$ cat src/rtl/vx_barrier_table_pkg.sv
// Shared types for the barrier table: slot state, global-barrier request/response
// payloads and the warp-control barrier request, sized for the default configuration.
package vx_barrier_table_pkg;

    localparam int unsigned BAR_NW_WIDTH = 2;
    localparam int unsigned BAR_NB_WIDTH = 2;
    localparam int unsigned BAR_NC_WIDTH = 2;
    localparam int unsigned BAR_SIZE_W   = 2;

    // Per-slot barrier state
    typedef enum logic [1:0] {
        BAR_IDLE  = 2'd0,
        BAR_LOCAL = 2'd1,
        BAR_GREQ  = 2'd2,
        BAR_GWAIT = 2'd3
    } bar_state_t;

    // Request from the warp-control unit
    typedef struct packed {
        logic                    valid;
        logic [BAR_NB_WIDTH-1:0] id;
        logic                    is_global;
        logic [BAR_SIZE_W-1:0]   size_m1;
        logic                    is_noop;
    } barrier_t;

    // Request to the socket-level global barrier unit
    typedef struct packed {
        logic [BAR_NB_WIDTH-1:0] id;
        logic [BAR_SIZE_W-1:0]   size_m1;
        logic [BAR_NC_WIDTH-1:0] core_id;
    } gbar_req_t;

    // Completion from the socket-level global barrier unit
    typedef struct packed {
        logic [BAR_NB_WIDTH-1:0] id;
    } gbar_rsp_t;

endpackage

$ cat src/rtl/vx_barrier_table_prio_enc.sv
// Lowest-index priority encoder.
// Ports: req (request vector), idx_c (index of lowest set bit), valid_c (any bit set).
module vx_barrier_table_prio_enc #(
    parameter int unsigned N = 4,
    parameter int unsigned W = 2
) (
    input  logic [N-1:0] req,
    output logic [W-1:0] idx_c,
    output logic         valid_c
);

    // Scan from the top so the lowest set bit is written last and wins
    always_comb begin
        idx_c   = '0;
        valid_c = 1'b0;
        for (int i = N - 1; i >= 0; i--) begin
            if (req[i]) begin
                idx_c   = W'(i);
                valid_c = 1'b1;
            end
        end
    end

endmodule

$ cat src/rtl/vx_barrier_table.sv
// Barrier table: tracks per-barrier arrivals and waiting warps, stalls arriving
// warps and releases them on local quorum or on global-barrier completion.
// Ports:
//   clk, reset                    clock, synchronous active-high reset
//   req_*                         barrier request from warp control (always accepted)
//   stall_mask                    warps blocked on any barrier (registered)
//   unlock_valid, unlock_mask     one-cycle release pulse and released warps (registered)
//   gbar_req_*                    global barrier request (from slot state, held until ready)
//   gbar_rsp_valid, gbar_rsp_id   global barrier completion
module vx_barrier_table
    import vx_barrier_table_pkg::*;
#(
    parameter int unsigned NUM_WARPS    = 4,
    parameter int unsigned NUM_BARRIERS = 4,
    parameter int unsigned SIZE_W       = 2,
    parameter int unsigned CORE_ID      = 0,
    parameter int unsigned NC_WIDTH     = 2,
    localparam int unsigned NW_WIDTH    = (NUM_WARPS > 1) ? $clog2(NUM_WARPS) : 1,
    localparam int unsigned NB_WIDTH    = (NUM_BARRIERS > 1) ? $clog2(NUM_BARRIERS) : 1
) (
    input  logic                  clk,
    input  logic                  reset,
    input  logic                  req_valid,
    input  logic [NW_WIDTH-1:0]   req_wid,
    input  logic [NB_WIDTH-1:0]   req_id,
    input  logic                  req_is_global,
    input  logic [SIZE_W-1:0]     req_size_m1,
    input  logic                  req_is_noop,
    output logic [NUM_WARPS-1:0]  stall_mask,
    output logic                  unlock_valid,
    output logic [NUM_WARPS-1:0]  unlock_mask,
    output logic                  gbar_req_valid,
    output logic [NB_WIDTH-1:0]   gbar_req_id,
    output logic [SIZE_W-1:0]     gbar_req_size_m1,
    output logic [NC_WIDTH-1:0]   gbar_req_core_id,
    input  logic                  gbar_req_ready,
    input  logic                  gbar_rsp_valid,
    input  logic [NB_WIDTH-1:0]   gbar_rsp_id
);

    bar_state_t           state_q [NUM_BARRIERS];
    bar_state_t           state_d [NUM_BARRIERS];
    logic [NW_WIDTH-1:0]  count_q [NUM_BARRIERS];
    logic [NW_WIDTH-1:0]  count_d [NUM_BARRIERS];
    logic [NUM_WARPS-1:0] wmask_q [NUM_BARRIERS];
    logic [NUM_WARPS-1:0] wmask_d [NUM_BARRIERS];
    logic [SIZE_W-1:0]    size_q  [NUM_BARRIERS];
    logic [SIZE_W-1:0]    size_d  [NUM_BARRIERS];

    logic [NUM_WARPS-1:0]    stall_d;
    logic                    unlock_valid_d;
    logic [NUM_WARPS-1:0]    unlock_mask_d;
    logic [NUM_WARPS-1:0]    wbit_c;
    logic [NUM_BARRIERS-1:0] greq_c;
    logic [NB_WIDTH-1:0]     sel_idx_c;
    logic                    sel_valid_c;

    assign wbit_c = NUM_WARPS'(1) << req_wid;

    // Slots currently asking for the global barrier
    for (genvar g = 0; g < NUM_BARRIERS; g++) begin : g_greq
        assign greq_c[g] = (state_q[g] == BAR_GREQ);
    end

    vx_barrier_table_prio_enc #(
        .N (NUM_BARRIERS),
        .W (NB_WIDTH)
    ) u_greq_sel (
        .req     (greq_c),
        .idx_c   (sel_idx_c),
        .valid_c (sel_valid_c)
    );

    // Request fields come straight from slot state, so they hold until accepted
    assign gbar_req_valid   = sel_valid_c;
    assign gbar_req_id      = sel_idx_c;
    assign gbar_req_size_m1 = size_q[sel_idx_c];
    assign gbar_req_core_id = NC_WIDTH'(CORE_ID);

    // Slot next-state. Order: response, then grant, then the new request, so a
    // request landing with a response starts a fresh epoch on the cleared slot.
    always_comb begin
        logic hit;
        logic as_local;
        stall_d        = '0;
        unlock_valid_d = 1'b0;
        unlock_mask_d  = '0;
        hit            = 1'b0;
        as_local       = 1'b0;
        for (int i = 0; i < NUM_BARRIERS; i++) begin
            state_d[i] = state_q[i];
            count_d[i] = count_q[i];
            wmask_d[i] = wmask_q[i];
            size_d[i]  = size_q[i];

            if (gbar_rsp_valid && (gbar_rsp_id == NB_WIDTH'(i)) && (state_q[i] == BAR_GWAIT)) begin
                unlock_valid_d = 1'b1;
                unlock_mask_d  = unlock_mask_d | wmask_q[i];
                state_d[i]     = BAR_IDLE;
                wmask_d[i]     = '0;
                count_d[i]     = '0;
            end

            if (sel_valid_c && gbar_req_ready && (sel_idx_c == NB_WIDTH'(i))) begin
                state_d[i] = BAR_GWAIT;
            end

            // Duplicate arrivals from an already-waiting warp are dropped
            hit = req_valid && !req_is_noop && (req_id == NB_WIDTH'(i))
                  && ((wmask_d[i] & wbit_c) == '0);

            // An active slot keeps its own mode regardless of the request's flag
            as_local = (state_d[i] == BAR_LOCAL) || ((state_d[i] == BAR_IDLE) && !req_is_global);

            if (hit) begin
                if (as_local) begin
                    if (SIZE_W'(count_d[i]) == req_size_m1) begin
                        unlock_valid_d = 1'b1;
                        unlock_mask_d  = unlock_mask_d | wmask_d[i] | wbit_c;
                        state_d[i]     = BAR_IDLE;
                        wmask_d[i]     = '0;
                        count_d[i]     = '0;
                    end else begin
                        if (state_d[i] == BAR_IDLE) begin
                            size_d[i] = req_size_m1;
                        end
                        state_d[i] = BAR_LOCAL;
                        count_d[i] = count_d[i] + NW_WIDTH'(1);
                        wmask_d[i] = wmask_d[i] | wbit_c;
                    end
                end else begin
                    wmask_d[i] = wmask_d[i] | wbit_c;
                    if (state_d[i] == BAR_IDLE) begin
                        size_d[i]  = req_size_m1;
                        state_d[i] = BAR_GREQ;
                    end
                end
            end

            stall_d = stall_d | wmask_d[i];
        end
    end

    // Slot and output registers
    always_ff @(posedge clk) begin
        if (reset) begin
            for (int i = 0; i < NUM_BARRIERS; i++) begin
                state_q[i] <= BAR_IDLE;
                count_q[i] <= '0;
                wmask_q[i] <= '0;
                size_q[i]  <= '0;
            end
            stall_mask   <= '0;
            unlock_valid <= 1'b0;
            unlock_mask  <= '0;
        end else begin
            for (int i = 0; i < NUM_BARRIERS; i++) begin
                state_q[i] <= state_d[i];
                count_q[i] <= count_d[i];
                wmask_q[i] <= wmask_d[i];
                size_q[i]  <= size_d[i];
            end
            stall_mask   <= stall_d;
            unlock_valid <= unlock_valid_d;
            unlock_mask  <= unlock_mask_d;
        end
    end

endmodule
$ cat config.mk
export PLATFORM = sky130hd
export DESIGN_NAME = vx_barrier_table
export DESIGN_NICKNAME = d
export VERILOG_FILES = /design/src/rtl/vx_barrier_table_pkg.sv /design/src/rtl/vx_barrier_table_prio_enc.sv /design/src/rtl/vx_barrier_table.sv
export SDC_FILE = /design/constraint.sdc
export NUM_CORES = 1
export LEC_CHECK = 0
export CAP_MARGIN = 25
export CORE_UTILIZATION = 57
export DETAILED_ROUTE_END_ITERATION = 8
export DONT_BUFFER_PORTS = 1
export PLACE_DENSITY = 0.75
export SLEW_MARGIN = 0
export SYNTH_ARGS = -nofsm -noshare
export SYNTH_HDL_FRONTEND = slang
export SYNTH_SLANG_ARGS = --single-unit
export TNS_END_PERCENT = 100
$ cat constraint.sdc
create_clock -name clk -period 2.25 [get_ports clk]
set_input_delay 0.1125 -clock clk [delete_from_list [all_inputs] [get_ports clk]]
set_output_delay 0.1125 -clock clk [all_outputs]
set_load 0.05 [all_outputs]
==> results_dict.tcl <==
set metrics [dict create \
    grt_pass1_wl_um 12430 \
    drv_slew 0 \
    core-area_um2 4474 \
    min_period_ns 2.278 \
    cts_max_level 2 \
    detail-route-antenna-nets 0 \
    slew_headroom 0.4359 \
    postRouteWirelength_um 7976 \
    yosysSeqAreaShare 0.3590 \
    io_buffer_count 0 \
    synth-edff-count 0 \
    antenna_found_initial 0 \
    post-dp-hpwl_um 5376 \
    clock_latency_ns 0.31 \
    p_seq_frac 0.549 \
    hold_viol_final 0 \
    vias 2711 \
    yosys_most_used_dff "dfxtp_1" \
    period_share 1.013 \
    synth_seq_cells 49 \
    max_freq_mhz 438.9 \
    die_w_um 71.24 \
    wl_met2_um 3547 \
    startpoint_type "register" \
    gp_congestion 0.9159 \
    violations "DRC, setup timing" \
    cp_max_fo 5 \
    required_ns 2.45 \
    setup_violations 3 \
    cts-root-buf "clkbuf_8" \
    pre_cts_ws_ns -0.01909 \
    grt_pass1_vias 2448 \
    drv_cap 0 \
    worst_ep_arrival_time_ns 2.47 \
    multi_input_area_um2 1708 \
    async_reset_ff_frac 0 \
    register_area_um2 989.7 \
    synthToLayoutAreaGrowth_pct 19.32 \
    yosysMostFrequentCell "dfxtp_1" \
    worstMarginPinSlew_ns 0.8433 \
    status "complete, but fails checks" \
    die_area_um2 5075 \
    dp.cells 385 \
    sw_frac_of_total 0.2773 \
    p_leak_nw 1.229 \
    met1_length_um 3558 \
    avgSynthCellArea_um2 8.566 \
    instances_no_fill 411 \
    drc 3 \
    p_per_area_nw_per_um2 508.4 \
    cts_sinks 49 \
    yosysWarnings 0 \
    critical_path_class "reg2reg" \
    wl_met3_um 665 \
    num-fill-cells 337 \
    first_pass_iters 7 \
    p_clk_frac 0.326 \
    routed.top_layer "met4" \
    worst_slack_ns -0.02825 \
    clk_pin_slew_ns 0.10 \
    fin_worst_skew_ns 0.009102 \
    rsz0062_at_grt "yes" \
    crit_path_end_kind "register" \
    drive_above_1_share 0.2396 \
    ys_top_cells_by_count "49 x dfxtp_1, 44 x nor2_1, 25 x nand2_1, 19 x a21oi_1" \
    wl_per_cell_um 19.41 \
    grt_max_degree 19 \
    fp.dieH_um 71.24 \
    ys_types 58 \
    overflow 0 \
    routed_via_density 6.596 \
    power.switching_mw 0.4598 \
    rows 24 \
    yosys.area.top_type "dfxtp_1" \
    cts_tree "done" \
    synth_top_area_share 0.3590 \
    io_pins 31 \
    p_comb_frac 0.125 \
    grtUsageTotal 0.3187 \
    netlist_area_um2 2733 \
    cts_buffers 5 \
    ys_top_cells_by_area "dfxtp_1 36%, nor2_1 6.0%, mux2i_1 3.7%" \
    peakVddDrop_v 0.0004612 \
    initial_core_util 0.6107 \
    nNetsFinal 373 \
    clk_path_buf_depth 2 \
    p_int_mw 1.198 \
    drtIter0Drc 281 \
    n_antenna_cell 0 \
    synthCells 319 \
    worstHoldPathType "in2reg" \
    whs_ns 0.01803 \
]
[area by class of cell]
| type | count | share of cell area |
|---|---|---|
| Inverter | 12 | 0.01381 |
| Clock inverter | 3 | 0.006907 |
| Tap cell | 52 | 0.01995 |
| Multi-Input combinational cell | 244 | 0.5238 |
| Sequential cell | 49 | 0.3035 |
| Clock buffer | 5 | 0.02111 |
| Timing Repair Buffer | 46 | 0.1109 |
[power by group through the flow]
stage	Clock, mW	Sequential (mW)	Combinational (mW)
3_3_place_gp	0	0.929	0.162
2_1_floorplan	0	0.925	0.143
4_1_cts	0.541	0.909	0.180
5_1_grt	0.579	0.912	0.220
6_report	0.541	0.910	0.207
3_5_place_dp	0	0.930	0.164
[per-layer routing]
metal	up-vias	track usage
met5	-	0
met4	0	0.1289
met3	16	0.06329
met2	151	0.4772
met1	1290	0.4514
li1	1254	-
[cells in the final DEF (no fill, tap or decap), types with 3 or more instances in the layout]
master	count
nand3_1	4
dfxtp_2	7
clkbuf_8	5
o31ai_1	3
o21bai_4	4
a31oi_1	3
a32oi_1	9
and2_1	4
a22oi_1	10
dlygate4sd3_1	5
or4_1	3
nor2_1	39
o21ai_0	10
and3_1	5
dfxtp_1	42
buf_4	40
nor3_1	6
inv_1	12
o21ai_1	3
and4b_1	3
mux4_2	4
xnor2_1	11
o22ai_1	5
nor2_2	5
a21oi_1	18
nor2b_1	10
mux2i_1	10
nand2_1	25
[repair_timing]
item	4_1_cts	5_1_grt
resized for setup	2	24
setup endpoints to repair	6	12
hold buffers	4	1
endpoints found under the hold margin	18	1
setup buffers	1	12
pin swaps	3	15
[final timing paths]
path / end / slack, ns / cells past startpoint / from
setup / recovery: stall_mask[1] / -0.03 / 6 / wmask_q[0][3]
hold / removal: wmask_q[3][0] / 0.02 / 2 / reset
setup reg to reg: stall_mask[1] / -0.03 / 6 / wmask_q[0][3]
hold reg to reg: size_q[3][1] / 0.51 / 2 / size_q[3][1]
[critical path, cell delays in order (launching register included)]
cell and delay [ns]:
dfxtp_2 0.34, mux4_2 0.49, a2111o_1 0.45, o31a_4 0.16, o21bai_4 0.20, nor2_2 0.06, or4_1 0.47
[kinds of logic after synthesis]
family | count (synthesis) | share of synthesized area
mux | 14 | 0.06960
xor+xnor | 11 | 0.03526
compound gates | 94 | 0.2569
other cells | 1 | 0.001372
flops | 49 | 0.3590
simple gates | 123 | 0.2367
buf+inv | 27 | 0.04121
[flip-flops by register name (all words and copies together) (netlist names)]
name and cells:
state_q 8, count_q 8, wmask_q 16, size_q 8, unlock_mask 4, unlock_valid 1, stall_mask 4
[stage by stage]
stage | area (um^2) | TNS [ns] | util | total power [mW]
6_report | 3261 | -0.05195 | 0.7287 | 1.658
5_1_grt | 3261 | -0.3377 | 0.7287 | 1.711
4_1_cts | 3090 | 0 | 0.6907 | 1.631
3_5_place_dp | 2944 | -0.01909 | 0.6580 | 1.093
3_3_place_gp | 2944 | 0 | 0.6580 | 1.092
2_1_floorplan | 2736 | -0.06835 | - | 1.069
Power figures use the tool's default switching activity.
